[src/rtl/controle_multiciclo_if.sv]
// Control bus between the multicycle sequencer (master) and the datapath / IO side (slave).
interface controle_multiciclo_if #(
  parameter int INSTR_W = 16
);
  logic [3:0]         opcode;
  logic               zero;
  logic               step_mode;
  logic               step_req;
  logic               esc_ir;
  logic               esc_cp;
  logic               esc_cond_cp;
  logic [1:0]         fonte_cp;
  logic               ula_a;
  logic [1:0]         ula_b;
  logic [3:0]         ula_op;
  logic               esc_reg;
  logic               flag_imm;
  logic               halted;
  logic [2:0]         estado;
  logic [INSTR_W-1:0] instr_count;

  modport master (
    input  opcode, zero, step_mode, step_req,
    output esc_ir, esc_cp, esc_cond_cp, fonte_cp, ula_a, ula_b, ula_op,
           esc_reg, flag_imm, halted, estado, instr_count
  );

  modport slave (
    output opcode, zero, step_mode, step_req,
    input  esc_ir, esc_cp, esc_cond_cp, fonte_cp, ula_a, ula_b, ula_op,
           esc_reg, flag_imm, halted, estado, instr_count
  );
endinterface

[src/rtl/controle_multiciclo.sv]
// Multicycle control FSM for the 16-bit processor: sequences IR/PC/ALU/register-bank controls
// from the opcode, with free-run / single-step execution, halt and a retired-instruction counter.
//
// state    | meaning
// ---------+------------------------------------------------------------
// S_IDLE   | waiting: free-run starts at once, single-step waits for a step_req edge
// S_FETCH  | IR <= mem[PC], PC <= PC + 1
// S_DECODE | latch opcode, precompute branch target, dispatch
// S_EXEC_R | register-register ALU op
// S_EXEC_I | register-immediate ALU op
// S_WB     | register bank write, ALU controls held from EXEC
// S_BRANCH | compare, PC <= target if zero
// S_JUMP   | PC <= IR[11:0]
// S_HALT   | stopped until reset
module controle_multiciclo #(
  parameter int INSTR_W   = 16,
  parameter int OP_BRANCH = 11,
  parameter int OP_JUMP   = 12,
  parameter int OP_HALT   = 15
) (
  input logic                   CLOCK_50,
  input logic                   reset,
  controle_multiciclo_if.master bus
);

  localparam logic [3:0] OPC_BRANCH = 4'(OP_BRANCH);
  localparam logic [3:0] OPC_JUMP   = 4'(OP_JUMP);
  localparam logic [3:0] OPC_HALT   = 4'(OP_HALT);

  typedef enum logic [3:0] {
    S_IDLE   = 4'd0,
    S_FETCH  = 4'd1,
    S_DECODE = 4'd2,
    S_EXEC_R = 4'd3,
    S_EXEC_I = 4'd4,
    S_WB     = 4'd5,
    S_BRANCH = 4'd6,
    S_JUMP   = 4'd7,
    S_HALT   = 4'd8
  } state_t;

  state_t             state, state_nxt;
  logic [3:0]         opcode_q;
  logic [INSTR_W-1:0] instr_count;
  logic               step_q;
  logic               step_edge;
  logic               retire;
  logic               op_is_itype;
  state_t             after_done;

  assign step_edge   = bus.step_req & ~step_q;
  assign op_is_itype = (opcode_q >= 4'd6) && (opcode_q <= 4'd10);
  assign after_done  = bus.step_mode ? S_IDLE : S_FETCH;

  always_ff @(posedge CLOCK_50) begin
    if (reset) begin
      state       <= S_IDLE;
      opcode_q    <= '0;
      instr_count <= '0;
      step_q      <= 1'b0;
    end else begin
      state  <= state_nxt;
      step_q <= bus.step_req;
      if (state == S_DECODE) opcode_q <= bus.opcode;
      if (retire) instr_count <= instr_count + 1'b1;
    end
  end

  always_comb begin
    state_nxt = state;
    retire    = 1'b0;
    case (state)
      S_IDLE: begin
        if (!bus.step_mode || step_edge) state_nxt = S_FETCH;
      end
      S_FETCH: state_nxt = S_DECODE;
      S_DECODE: begin
        if (bus.opcode <= 4'd5)            state_nxt = S_EXEC_R;
        else if (bus.opcode <= 4'd10)      state_nxt = S_EXEC_I;
        else if (bus.opcode == OPC_BRANCH) state_nxt = S_BRANCH;
        else if (bus.opcode == OPC_JUMP)   state_nxt = S_JUMP;
        else if (bus.opcode == OPC_HALT)   state_nxt = S_HALT;
        else begin
          retire    = 1'b1;
          state_nxt = after_done;
        end
      end
      S_EXEC_R: state_nxt = S_WB;
      S_EXEC_I: state_nxt = S_WB;
      S_WB, S_BRANCH, S_JUMP: begin
        retire    = 1'b1;
        state_nxt = after_done;
      end
      S_HALT:  state_nxt = S_HALT;
      default: state_nxt = S_IDLE;
    endcase
  end

  // Outputs are masked while reset is high so a reset landing in WB/FETCH cannot leak a write pulse.
  always_comb begin
    bus.esc_ir      = 1'b0;
    bus.esc_cp      = 1'b0;
    bus.esc_cond_cp = 1'b0;
    bus.fonte_cp    = 2'd0;
    bus.ula_a       = 1'b0;
    bus.ula_b       = 2'd0;
    bus.ula_op      = 4'd0;
    bus.esc_reg     = 1'b0;
    bus.flag_imm    = 1'b0;
    bus.halted      = 1'b0;
    bus.estado      = 3'd0;
    bus.instr_count = instr_count;
    if (!reset) begin
      bus.estado = (state == S_HALT) ? 3'd7 : state[2:0];
      case (state)
        S_FETCH: begin
          bus.esc_ir = 1'b1;
          bus.esc_cp = 1'b1;
          bus.ula_b  = 2'd1;
        end
        S_DECODE: bus.ula_b = 2'd2;
        S_EXEC_R: begin
          bus.ula_a  = 1'b1;
          bus.ula_op = opcode_q;
        end
        S_EXEC_I: begin
          bus.ula_a    = 1'b1;
          bus.ula_b    = 2'd2;
          bus.ula_op   = opcode_q;
          bus.flag_imm = 1'b1;
        end
        S_WB: begin
          bus.esc_reg  = 1'b1;
          bus.ula_a    = 1'b1;
          bus.ula_op   = opcode_q;
          bus.ula_b    = op_is_itype ? 2'd2 : 2'd0;
          bus.flag_imm = op_is_itype;
        end
        S_BRANCH: begin
          bus.ula_a       = 1'b1;
          bus.ula_op      = 4'd1;
          bus.esc_cond_cp = 1'b1;
          bus.fonte_cp    = 2'd1;
        end
        S_JUMP: begin
          bus.esc_cp   = 1'b1;
          bus.fonte_cp = 2'd2;
        end
        S_HALT:  bus.halted = 1'b1;
        default: ;
      endcase
    end
  end

endmodule

[src/flat_wrapper.sv]
// flat-port wrapper written by rule: the top's interface ports become plain ports
module controle_multiciclo_flat 
#(
  parameter int INSTR_W   = 16,
  parameter int OP_BRANCH = 11,
  parameter int OP_JUMP   = 12,
  parameter int OP_HALT   = 15
)
  (CLOCK_50, reset, bus_opcode, bus_zero, bus_step_mode, bus_step_req, bus_esc_ir, bus_esc_cp, bus_esc_cond_cp, bus_fonte_cp, bus_ula_a, bus_ula_b, bus_ula_op, bus_esc_reg, bus_flag_imm, bus_halted, bus_estado, bus_instr_count);
  controle_multiciclo_if #(.INSTR_W(INSTR_W)) bus_i ();
  input logic CLOCK_50;
  input logic reset;
  input wire logic [$bits(bus_i.opcode)-1:0] bus_opcode;
  input wire logic [$bits(bus_i.zero)-1:0] bus_zero;
  input wire logic [$bits(bus_i.step_mode)-1:0] bus_step_mode;
  input wire logic [$bits(bus_i.step_req)-1:0] bus_step_req;
  output wire logic [$bits(bus_i.esc_ir)-1:0] bus_esc_ir;
  output wire logic [$bits(bus_i.esc_cp)-1:0] bus_esc_cp;
  output wire logic [$bits(bus_i.esc_cond_cp)-1:0] bus_esc_cond_cp;
  output wire logic [$bits(bus_i.fonte_cp)-1:0] bus_fonte_cp;
  output wire logic [$bits(bus_i.ula_a)-1:0] bus_ula_a;
  output wire logic [$bits(bus_i.ula_b)-1:0] bus_ula_b;
  output wire logic [$bits(bus_i.ula_op)-1:0] bus_ula_op;
  output wire logic [$bits(bus_i.esc_reg)-1:0] bus_esc_reg;
  output wire logic [$bits(bus_i.flag_imm)-1:0] bus_flag_imm;
  output wire logic [$bits(bus_i.halted)-1:0] bus_halted;
  output wire logic [$bits(bus_i.estado)-1:0] bus_estado;
  output wire logic [$bits(bus_i.instr_count)-1:0] bus_instr_count;
  assign bus_i.opcode = bus_opcode;
  assign bus_i.zero = bus_zero;
  assign bus_i.step_mode = bus_step_mode;
  assign bus_i.step_req = bus_step_req;
  assign bus_esc_ir = bus_i.esc_ir;
  assign bus_esc_cp = bus_i.esc_cp;
  assign bus_esc_cond_cp = bus_i.esc_cond_cp;
  assign bus_fonte_cp = bus_i.fonte_cp;
  assign bus_ula_a = bus_i.ula_a;
  assign bus_ula_b = bus_i.ula_b;
  assign bus_ula_op = bus_i.ula_op;
  assign bus_esc_reg = bus_i.esc_reg;
  assign bus_flag_imm = bus_i.flag_imm;
  assign bus_halted = bus_i.halted;
  assign bus_estado = bus_i.estado;
  assign bus_instr_count = bus_i.instr_count;
  controle_multiciclo #(.INSTR_W(INSTR_W), .OP_BRANCH(OP_BRANCH), .OP_JUMP(OP_JUMP), .OP_HALT(OP_HALT)) u_core (.CLOCK_50(CLOCK_50), .reset(reset), .bus(bus_i));
endmodule
[config.mk]
export PLATFORM = sky130hd
export DESIGN_NAME = controle_multiciclo_flat
export DESIGN_NICKNAME = d
export VERILOG_FILES = /design/src/rtl/controle_multiciclo_if.sv /design/src/rtl/controle_multiciclo.sv /design/src/flat_wrapper.sv
export SDC_FILE = /design/constraint.sdc
export NUM_CORES = 1
export LEC_CHECK = 0
export ABC_AREA = 1
export BUFFER_PORTS_ARGS = -buffer_cell sky130_fd_sc_hd__buf_2
export CAP_MARGIN = 10
export CORE_MARGIN = 8
export CORE_UTILIZATION = 49
export CTS_BUF_LIST = sky130_fd_sc_hd__clkbuf_8
export CTS_CLUSTER_SIZE = 25
export DETAILED_ROUTE_END_ITERATION = 10
export HOLD_SLACK_MARGIN = 0.05
export PLACE_DENSITY = 0.78
export SLEW_MARGIN = 20
export SYNTH_ARGS = -nofsm -noshare
export SYNTH_HDL_FRONTEND = slang
export SYNTH_SLANG_ARGS = --single-unit
[constraint.sdc]
create_clock -name CLOCK_50 -period 1.2 [get_ports CLOCK_50]
set_input_delay 0.18 -clock CLOCK_50 [delete_from_list [all_inputs] [get_ports CLOCK_50]]
set_output_delay 0.18 -clock CLOCK_50 [all_outputs]
set_load 0.03 [all_outputs]
Yosys cells after proc, flatten, opt, wreduce, memory -nomap -nowiden
Index checks and enable logic that the tools add are counted.
{"block": "word_totals", "reg_bits": 25, "in_bits": 9, "out_inout_bits": 34, "wordCells": 70}
{"block": "classes", "add_sub_neg": 1, "magnitude_cmp": 4, "eq_ne": 12, "muxes": 37, "bitwise": 2, "reduce_logical": 10}
{"op": "two-way mux 4 bit", "count": 7}
{"op": "case mux 4 bit (6 select lines)", "count": 1}
{"op": "two-way mux 1 bit", "count": 19}
{"op": "adder 16 x 1 -> 16 bit, second input constant", "count": 1}
{"op": "== test 4 x 3 -> 1 bit, second input constant", "count": 4}
{"op": "== test 4 bit, second input constant", "count": 4}
{"op": "== test 4 x 2 -> 1 bit, second input constant", "count": 2}
{"op": "<= comparator 4 bit, second input constant", "count": 2}
{"op": "case mux 4 bit (2 select lines)", "count": 1}
{"op": "two-way mux 2 bit", "count": 3}
{"op": "two-way mux 3 bit", "count": 2}
{"op": "case mux 2 bit (3 select lines)", "count": 1}
{"op": "OR reduction 2 bit", "count": 3}
{"op": "OR reduction 3 bit", "count": 2}
{"op": "== test 4 x 1 -> 1 bit, second input constant", "count": 1}
{"op": ">= comparator 4 x 3 -> 1 bit, second input constant", "count": 1}
{"op": "<= comparator 4 x 3 -> 1 bit, second input constant", "count": 1}
{"op": "logical NOT 4 bit", "count": 1}
{"op": "case mux 1 bit (2 select lines)", "count": 2}
{"op": "case mux 2 bit (2 select lines)", "count": 1}
{"op": "OR reduction 4 bit", "count": 1}
{"op": "inequality test 2 x 1 -> 1 bit, second input constant", "count": 1}
{"op": "bitwise AND 1 bit", "count": 1}
{"op": "logical AND 1 bit", "count": 1}
{"op": "3 further kinds", "count": 3}

Logic depth before layout (Yosys ltp)
Gate-level depths: netlist of run 1.
{"block": "depth", "ltp_word": 7, "ltp_mapped": 9, "depth_no_buf": 9}

Worst setup path before layout of run 1
OpenSTA, ideal clock, no wires.
{"block": "synth_path", "path_kind": "register to output", "startpoint": "register u_core.state[2]", "endpoint": "output port bus_ula_op[0]", "arrival_time_ps": 1592, "t_required_ps": 1020, "slack_ps": -572, "stages_incl_launch_ff": 7, "path_buffers": 0, "cell_sequence": "dfxtp_1 > inv_2 > nor2_4 > nand3_1 > o21ai_0 > o21ai_2 > o21ai_0"}
{"block": "synth_via", "elab_chain_len": 4, "word_cells_on_any_way": 7, "classes_between": "eq/ne (4); mux (2); reduce/logical (1)"}
{"item": "start, declared", "line_no": "controle_multiciclo.sv:42", "text": "state_t state, state_nxt;"}
{"item": "start signal, assigned", "line_no": "controle_multiciclo.sv:62", "text": "state <= state_nxt;"}
{"item": "== test 4 x 2 -> 1 bit / == test 4 x 3 -> 1 bit (equally long branches)", "line_no": "controle_multiciclo.sv:115", "text": "case (state)"}
{"item": "OR reduction 3 bit (no line)"}
{"item": "case mux 4 bit (2 select lines) *", "line_no": "controle_multiciclo.sv:115"}
{"item": "two-way mux 4 bit *", "line_no": "controle_multiciclo.sv:113", "text": "if (!reset) begin"}
{"item": "end, declared", "line_no": "flat_wrapper.sv:23", "text": "output wire logic [$bits(bus_i.ula_op)-1:0] bus_ula_op;"}
Every way passes the cells marked *; elsewhere a longest branch is shown, timed or not.

Final worst setup path of run 1
Same ends and word-level chain as after synthesis.

==> results.md, run 1 <==
* CTS root buffer: clkbuf_8
* Design area at around 2700 um^2
* Gr usage total at 0.207
* Busiest grt layer: met2
* Most area-hungry cell type in the Yosys netlist: dfxtp_1
* WP data required at slightly above 1 ns
* First-pass GRT wire length at 8.76 mm
* Critical path class: reg2out
* TritonCTS clock tree: yes
* DP Area at ~2300 um^2
* Fraction of layout cells with a size suffix above 1 at 0.537
* Top post-synthesis cells by area: dfxtp_1 32%, nand2_1 15%, nor2_1 10%
* Via count at about 2,300
* GPL Wtd Cong at approximately 0.88
* Max-cap viol count at 0
* Worst setup EP type: output pin
* DR iter-0 viols at 349
* Max clock buf depth at 2
* Final design utilization at 0.892
* Post-synthesis cell count at approximately 250
* I/O Buffers at 41
* Synthesized Nets at roughly 260
* Worst setup startpoint: u_core.state[2]
* Pleak at between 1 and 1.5 nW
* Largest net degree at the start of global routing at 23
* Global Route met2 Usage at 0.341
* Area Growth Syn to Fin at 72.6%
* Initial antenna violation count at 0
* Total core area at just over 3000 um^2
* Violated checks: setup timing
* Post-synthesis sequential area ratio at 0.317
* DRC at 0
* Final WS setup at -0.663 ns
* Routed len/inst at 19.4 um
* Number of CTS-inserted buffers at 3
* Fin cells at 379
* Initial DRT Pass Iterations at 6
* Final Total Pwr at 3.89 mW
* Post-layout nets at about 350
* Clock slew at reported path FFs at around 0.1 ns
* Synth Warn # at 0
* Post-Route Setup TNS at -15.09 ns
* Cell count after placement at roughly 370
* Status: finished, violations left
* Antenna diodes at 0
* Synthesized area per cell at roughly 6.4 um^2
* Drt total wl at 7.34 mm
* Worst vdd ir at 1.34 mV
* Hold buffers post-CTS at 0
* Skew final at ~0.0044 ns
* Final Slew Violations at 0
* Antenna-violating nets left at 0
* Initial Util at 0.517
* Worst Path Max Fanout at 4
* RSZ-0062 raised after global routing: yes
* Worst-Skew Late Latency at about 0.30 ns
* Distinct cell type count after synthesis at 28
* Die X at 72.7 um
* GR met3 Demand/Resource at 0.0343
* Final hold violation count at 0
* GR Util met1 at 0.246
* Final period util at 1.55
* HP Class: in2reg
* Via-to-Cell Ratio at 6.08
* CP Launch Type: register
* Vias in the first global route at 1,939
* H-tree levels at 1
* Fmax at 537 MHz
* # IOs at 43
* Reg2reg setup slack at -0.34 ns
* Setup Viol. Count Final at 42
* Row count at 20
* Power Density at 1430 nW/um^2
* Reg2reg start: u_core.state[2]
* Critical path endpoint: bus_ula_op[0]
* Reg2Reg Depth at 10
* Fillers at ~150
* Worst Max-Slew Pin Slew at approximately 0.38 ns
* Placed wire-length estimate at 3.52 mm
* Register bit total from synthesis at 25
* Slew margin rel. at 0.744
* Yosys top cell area share at 0.317
* FF-to-FF End: u_core.bus.instr_count[12]
* Clock Sinks at 25
* Crit path time final at around 1.9 ns
* Die Y at between 70 and 80 um
* Die area at 5290 um^2
* Global route overflow at 0
* Synthesized area at 1580 um^2
* Arr. time, crit path at 1.68 ns
-- sequential cells by signal, indices dropped and copies added (netlist names) --
| signal | flops |
|---|---|
| u_core.bus.instr_count | 16 |
| u_core.opcode_q | 4 |
| u_core.state | 4 |
| u_core.step_q | 1 |
-- metal layers --
layer,vias up,wire length (um)
met3,67,730
met5,-,0
li1,980,-
met4,0,495
met1,1069,2680
met2,187,3440
-- kinds of logic (layout without fill, tap and decap cells) --
family | after synthesis | after routing | synth area share
and+or+nand+nor | 135 | 136 | 0.393
xor gates and xnor gates | 2 | 2 | 0.0111
adders and majority gates | 1 | 1 | 0.00793
AOI/OAI and AO/OA | 49 | 49 | 0.168
DFF | 25 | 25 | 0.317
buffers and inverters | 36 | 122 | 0.103
-- worst min-delay path by stage --
stage | depth (start not counted) | start | endpoint
after floorplan | 2 | bus_step_req | u_core.step_q
after global placement | 3 | bus_step_req | u_core.step_q
after detailed placement | 3 | bus_step_req | u_core.step_q
after CTS | 3 | bus_step_req | u_core.step_q
after global routing | 3 | bus_step_req | u_core.step_q
final | 3 | bus_step_req | u_core.step_q
-- where the power goes --
part	internal, mW	switching (mW)	leakage (nW)
Combinational	0.992	1.32	0.851
Clock	0.235	0.336	0.0255
Sequential	0.926	0.0857	0.214
-- cell usage in the layout, fill, tap and decap left out, types with 5 or more instances in the layout --
master and count:
o21ai_0 5, o21ai_2 5, nor2_4 10, nand3_1 10, dfxtp_4 8, buf_2 23, dfxtp_2 10, inv_2 6
nand4_1 5, a21oi_2 15, a21oi_1 14, dfxtp_1 7, inv_1 19, nand2_1 57, buf_6 24, nor2_1 28
nor2_2 7, buf_4 40
-- metrics by stage --
stage / hold WS, ns / setup WS (ns)
2_1_floorplan: 0.305 / -0.241
3_3_place_gp: 0.396 / -0.232
3_5_place_dp: 0.408 / -0.307
4_1_cts: 0.121 / -0.493
5_1_grt: 0.135 / -0.706
6_report: 0.105 / -0.663
-- critical path: stages (launching register included) --
cell and delay (ns):
dfxtp_2 0.37, inv_4 0.06, nor2_4 0.17, nand3_4 0.14
o21ai_4 0.12, o21ai_4 0.11, buf_4 0.16, o21ai_4 0.11
buf_6 0.14
-- repair_timing --
item | 4_1_cts | 5_1_grt
setup buffers | 3 | 6
pin swaps | 4 | 10
endpoints found under the hold margin | 0 | 0
gates cloned | 0 | 1
resized for setup | 46 | 51
endpoints found under the setup margin | 40 | 43
-- layout make-up --
class | instances | area (um^2) | share of cell area
Clock inverter | 1 | 5.00 | 0.00184
Sequential cell | 25 | 543 | 0.199
Inverter | 29 | 121 | 0.0446
Timing Repair Buffer | 89 | 726 | 0.266
Clock buffer | 3 | 41.3 | 0.0152
Tap cell | 44 | 55.1 | 0.0202
Multi-Input combinational cell | 188 | 1230 | 0.452
-- Yosys cell counts (all sizes together) --
cell type / count
nor2: 46
o211ai: 3
xnor2: 1
buf: 4
nor3: 3
xor2: 1
inv: 29
a31oi: 1
o21ai: 16
dfxtp: 25
a21oi: 29
nand3: 14
clkbuf: 3
nand4: 5
ha: 1
nand2: 67
Note: power is estimated with default switching activity, not from simulation.
==> run 2: changes to the inputs <==
--- a/config.mk
+++ b/config.mk
@@ -6,7 +6,7 @@
 export NUM_CORES = 1
 export LEC_CHECK = 0
 export ABC_AREA = 1
-export BUFFER_PORTS_ARGS = -buffer_cell sky130_fd_sc_hd__buf_2
+export BUFFER_PORTS_ARGS = -buffer_cell sky130_fd_sc_hd__buf_4
 export CAP_MARGIN = 10
 export CORE_MARGIN = 8
 export CORE_UTILIZATION = 49
==> run 2 against run 1 <==
The run still ends with setup timing left; setup slack got worse by 0.062 ns; count of clock-buffer cells in the layout did not move; design area rose by 2.8%; cell count fell by 0.26%; via count fell by 2.4%; combinational power barely moved; sequential share of layout area fell by 0.63 points; die area did not move; global-route usage rose by 0.14 points; power fell by 0.69%; critical endpoint is now bus_ula_b[1]; largest cell class unchanged.
==> results.md, run 2 (synthesis gave the netlist of run 1 again) <==
* Global route overflow at 0
* Die X at between 70 and 80 um
* Initial Util at 0.517
* Initial antenna violation count at 0
* Largest net degree at the start of global routing at 15
* DRC at 0
* Pleak at around 1.1 nW
* Most frequent cells in the layout: 62 x buf_4, 56 x nand2_1, 26 x nor2_1
* Area of the multi-input gates at about 1200 um^2
* Final period util at 1.60
* Crit path time final at 1.93 ns
* Number of flip-flops in the largest register at 16
* Initial DRT Pass Iterations at 7
* Row count at 20
* Status: finished, violations left
* Hold buffers post-CTS at 0
* Worst vdd ir at roughly 1.4 mV
* Fraction of layout cells with a size suffix above 1 at 0.551
* WHS at around 0.16 ns
* CTS root buffer: clkbuf_8
* Final Slew Violations at 0
* Slew margin rel. at 0.648
* Commonest non-fill, non-tap cell in the layout: buf_4
* Worst-Skew Late Latency at ~0.27 ns
* Area Growth Syn to Fin at 77.5%
* Antenna diodes at 0
* Antenna-violating nets left at 0
* Sequential cell area at approximately 540 um^2
* Arr. time, crit path at roughly 1.8 ns
* Worst Path Max Fanout at 3
* Placed wire-length estimate at 3.63 mm
* Worst Max-Slew Pin Slew at 0.526 ns
* Max clock buf depth at 2
* Power Density at 1380 nW/um^2
* # IOs at between 40 and 50
* Total core area at ~3100 um^2
* DR iter-0 viols at about 350
* H-tree levels at 1
* Fmax at between 500 and 600 MHz
* Gr usage total at 0.208
* Fin cells at between 300 and 400
* WP data required at just over 1 ns
* I/O Buffers at 41
* TritonCTS clock tree: yes
* Via-to-Cell Ratio at 5.95
* Skew final at about 0.0045 ns
* First-pass GRT wire length at 8.78 mm
* Routed len/inst at around 20 um
* Final WS setup at -0.725 ns
* CP Launch Type: register
* Max-cap viol count at 0
* Global Route met2 Usage at 0.355
* Clock Sinks at 25
* HP Class: in2reg
* GR Util met1 at 0.238
* Top reg by flops: u_core.bus.instr_count
* Clock slew at reported path FFs at 0.08 ns
* Number of CTS-inserted buffers at 3
* Setup Viol. Count Final at 42
* Cell count after placement at about 360
* Design area at around 2800 um^2
* Final hold violation count at 0
* Top Registers: u_core.bus.instr_count x16, u_core.opcode_q x4, u_core.state x4
* DP Area at 2330 um^2
* Drt total wl at 7.58 mm
* Post-Route Setup TNS at -15.79 ns
* Die Y at 72.7 um
* Die area at between 5000 and 6000 um^2
* Vias in the first global route at about 1,900
* Busiest grt layer: met2
* Violated checks: setup timing
* Critical path class: reg2out
* Post-layout nets at between 300 and 400
* RSZ-0062 raised after global routing: yes
* Via count at ~2,200
* GR met3 Demand/Resource at 0.0508
* Fillers at around 130
* Worst setup EP type: output pin
* GPL Wtd Cong at slightly below 0.9
-- run 2: layer usage --
metal	up-vias	wire, um
met1	1024	2740
li1	977	-
met5	-	0
met3	63	724
met4	0	629
met2	184	3490
-- run 2: path summary, 6_finish.rpt --
kind,depth (start not counted),slack (ns),end,from
min,3,0.16,u_core.step_q,bus_step_req
min reg2reg,1,0.51,u_core.bus.instr_count[0],u_core.bus.instr_count[0]
max,7,-0.73,bus_ula_b[1],u_core.state[2]
max reg2reg,10,-0.38,u_core.state[2],u_core.state[2]
-- run 2: final cells by class --
cell class,count,share of cell area
multi-input cells,188,0.445
repair buffers,88,0.280
flip-flops and latches,25,0.193
inverters,29,0.0451
well taps,44,0.0197
clock buffers,3,0.0147
clock inverters,1,0.00179
-- run 2: through the flow --
step	setup slack, ns	total power, mW	utilization
finish	-0.725	3.87	0.917
global route	-0.785	3.99	0.917
CTS	-0.482	3.27	0.831
detailed placement	-0.263	2.60	0.763
global placement	-0.203	2.57	0.763
floorplan	-0.241	1.94	-
-- run 2: repair_timing --
item | in CTS | in global routing
setup buffers | 6 | 8
cloned | 0 | 1
hold endpoints to repair | 0 | 0
pin swaps | 5 | 18
resized for setup | 36 | 51
setup endpoints to repair | 37 | 40
-- run 2: report_power, final --
part	switching, mW	internal [mW]	total [mW]	leakage (nW)
clock network	0.277	0.233	0.510	0.0255
registers	0.119	0.927	1.05	0.213
logic	1.28	1.03	2.31	0.861
-- run 2: worst max-delay path, stage by stage, from the launching register on --
cell	delay, ns
dfxtp_2	0.38
inv_4	0.07
nor2_4	0.14
inv_2	0.07
nor2_4	0.12
o211ai_1	0.23
a31oi_4	0.30
buf_6	0.17
==> run 3: changes to the inputs <==
--- a/config.mk
+++ b/config.mk
@@ -5,7 +5,7 @@
 export SDC_FILE = /design/constraint.sdc
 export NUM_CORES = 1
 export LEC_CHECK = 0
-export ABC_AREA = 1
+export ABC_AREA = 0
 export BUFFER_PORTS_ARGS = -buffer_cell sky130_fd_sc_hd__buf_4
 export CAP_MARGIN = 10
 export CORE_MARGIN = 8
==> run 3 against run 2 <==
Fmax increased by 9.5%; clock power rose by 7.3%; the run still ends with setup timing left; clock skew grew 0.0056 ns; synthesized area fell by 0.24%; worst hold slack lost 0.045 ns; via count shrank 13%; critical path depth is 1 lower; register-to-register slack got worse by 0.15 ns; setup slack gained 0.17 ns; count of clock-buffer cells in the layout unchanged; routed wire length down 8.2%.
==> results.md, run 3 <==
* I/O Buffers at slightly above 40
* Worst setup EP type: output pin
* Final WS setup at -0.558 ns
* Post-Route Setup TNS at -17.00 ns
* Power Density at ~900 nW/um^2
* Initial DRT Pass Iterations at 5
* CP top delay family: simple AND/OR/NAND/NOR gates
* Area Growth Syn to Fin at 75.6%
* Busiest grt layer: met2
* Hold buffers post-CTS at 0
* Vias in the first global route at just under 2,000
* Via count at a little under 2,000
* Die area at about 5300 um^2
* Worst-Skew Late Latency at roughly 0.28 ns
* Main combinational cell family by area after synthesis: simple AND/OR/NAND/NOR gates
* FF-to-FF End: u_core.bus.instr_count[12]
* Antenna diodes at 0
* Post-synthesis sequential area ratio at 0.318
* # IOs at 43
* Most common cell in the netlist: nor2_1
* Placed wire-length estimate at about 3.8 mm
* Die X at about 73 um
* Worst vdd ir at slightly above 0.6 mV
* Global Route met2 Usage at 0.404
* Reg2reg setup slack at -0.53 ns
* Violated checks: setup timing
* TritonCTS clock tree: yes
* Hold Startpoint: bus_step_req
* Fin cells at between 300 and 400
* CP Launch Type: register
* Top reg by flops: u_core.bus.instr_count
* Top Registers: u_core.bus.instr_count x16, u_core.opcode_q x4, u_core.state x4
* Via-to-Cell Ratio at about 6
* Slowest stage delay, CP at 0.39 ns
* Synth Area in XOR/XNOR at 0.0954
* Cell count after placement at about 310
* GR met3 Demand/Resource at 0.0453
* Top post-synthesis cells by area: dfxtp_1 32%, nor2_1 8.8%, xnor2_1 6.7%
* Synthesized-area fraction occupied by and/or/nand/nor cells at 0.327
* First-pass GRT wire length at ~9.4 mm
* Synthesized Nets at 201
* Stages on the worst setup path at 6
* Number of CTS-inserted buffers at 3
* Largest net degree at the start of global routing at 20
* Pleak at approximately 1.1 nW
* Adder-cell share of the synthesized area at 0.00795
* DP Area at about 2400 um^2
* DR iter-0 viols at around 150
* Register bit total from synthesis at 25
* Post-synthesis mux area share at 0.0382
* Setup Viol. Count Final at 41
* Crit path time final at 1.76 ns
* Global route overflow at 0
* Final Slew Violations at 0
* Post-synth top cells: 37 x nor2_1, 25 x dfxtp_1, 17 x a21oi_1
* WHS at 0.117 ns
* Skew final at 0.0101 ns
* Status: finished, violations left
* Worst Path Max Fanout at 6
* Fraction of layout cells with a size suffix above 1 at 0.651
* RSZ-0062 raised after global routing: yes
* WP data required at 1.02 ns
* Max-cap viol count at 0
* Arr. time, crit path at around 1.6 ns
* Gr usage total at 0.221
* Most frequent cells in the layout: 71 x buf_4, 26 x buf_6, 25 x nor2_1
* Hold Crit Depth at 2
* HP Class: in2reg
* DRC at 0
* Routed len/inst at 21.6 um
* Primary FF master, synth: dfxtp_1
* Max clock buf depth at 2
* Drt total wl at 6.96 mm
* Final design utilization at 0.905
* Commonest non-fill, non-tap cell in the layout: buf_4
* Clock slew at reported path FFs at 0.10 ns
* GR Util met1 at 0.245
* Worst Max-Slew Pin Slew at between 0.2 and 0.3 ns
* Row count at 20
* WP buf/inv at 1
* Critical path class: reg2out
* Final hold violation count at 0
* Slew margin rel. at 0.799
* CTS root buffer: clkbuf_8
* Total core area at about 3100 um^2
* Number of flip-flops in the largest register at 16
* Post-synth ARST share at 0
* Fmax at around 570 MHz
* GPL Wtd Cong at approximately 0.83
* Post-layout nets at roughly 290
* Design area at around 2800 um^2
* Synth Warn # at 0
* CP max-delay cell: dfxtp_4
* Critical-path cell list: or2_4 > nor2_4 > and2_4 > nor2_4 > nor2_4 > buf_6
* Antenna-violating nets left at 0
* Distinct cell type count after synthesis at 43
* Synthesized area per cell at between 8 and 9 um^2
* Die Y at approximately 73 um
* Initial Util at 0.516
* Synthesized area at 1570 um^2
* Reg2reg start: u_core.state[0]
* Post-synthesis cell count at ~190
* Clock Sinks at 25
* Most numerous cell on the critical path: nor2_4
* H-tree levels at 1
* Yosys top cell area share at 0.318
* Final period util at 1.46
* Reg2Reg Depth at 7
* Initial antenna violation count at 0
* Worst Hold End: u_core.step_q
* Synth Area in Compound Gates at 0.135
* Most area-hungry cell type in the Yosys netlist: dfxtp_1
* Number of synthesized flops with an enable pin at 0
==> run 3: cell types whose count changed after synthesis, moves of 6 or more <==
| cell | before | now |
|---|---|---|
| inv_1 | 25 | 3 |
| nand2_1 | 62 | 12 |
| xnor2_1 | 1 | 12 |
| nand3_1 | 13 | 7 |
| a21oi_1 | 28 | 17 |
| mux2i_1 | 0 | 6 |
==> run 3: timing repair <==
| item | CTS | global route |
|---|---|---|
| setup endpoints to repair | 41 | 42 |
| buffers inserted | 4 | 5 |
| resized for setup | 54 | 20 |
| pin swaps | 22 | 23 |
==> run 3: worst max-delay path by stage <==
stage / startpoint / to / slack, ns
2_1_floorplan: u_core.state[2] / bus_ula_b[1] / -0.38
3_3_place_gp: u_core.state[3] / u_core.bus.instr_count[15] / -0.26
3_5_place_dp: u_core.state[1] / u_core.bus.instr_count[14] / -0.31
4_1_cts: u_core.state[2] / bus_ula_b[1] / -0.47
5_1_grt: u_core.state[0] / u_core.bus.instr_count[12] / -0.59
6_report: u_core.state[1] / bus_estado[1] / -0.56
==> run 3: cell type report <==
class,count,area [um^2]
Timing Repair Buffer,97,826
Multi-Input combinational cell,149,1290
Tap cell,44,55.1
Inverter,3,11.3
Clock buffer,3,41.3
Sequential cell,25,531
Fill cell,141,289
Clock inverter,1,5.00
==> run 3: report_power, final <==
| part | total (mW) | internal [mW] | leakage [nW] | switching [mW] |
|---|---|---|---|---|
| Combinational | 1.05 | 0.503 | 0.881 | 0.552 |
| Clock | 0.547 | 0.234 | 0.0255 | 0.313 |
| Sequential | 0.910 | 0.861 | 0.211 | 0.0489 |
| Total | 2.51 | 1.60 | 1.12 | 0.914 |
==> run 3: through the flow <==
step,power [mW],worst slack (ns)
CTS,2.29,-0.471
finish,2.51,-0.558
floorplan,1.40,-0.377
global route,2.58,-0.585
global placement,1.59,-0.263
detailed placement,1.61,-0.307
==> run 3: metal layers <==
metal  share of wire  routed length (um)
met1            0.38                2630
met2            0.48                3360
met3           0.078                 545
met4           0.061                 425
met5               0                   0
==> run 3: logic make-up after synthesis <==
kind of cell,count (synthesis)
compound gates,35
buf+inv,17
xor+xnor,15
fa+ha+maj,1
flops,25
simple gates,92
mux,6
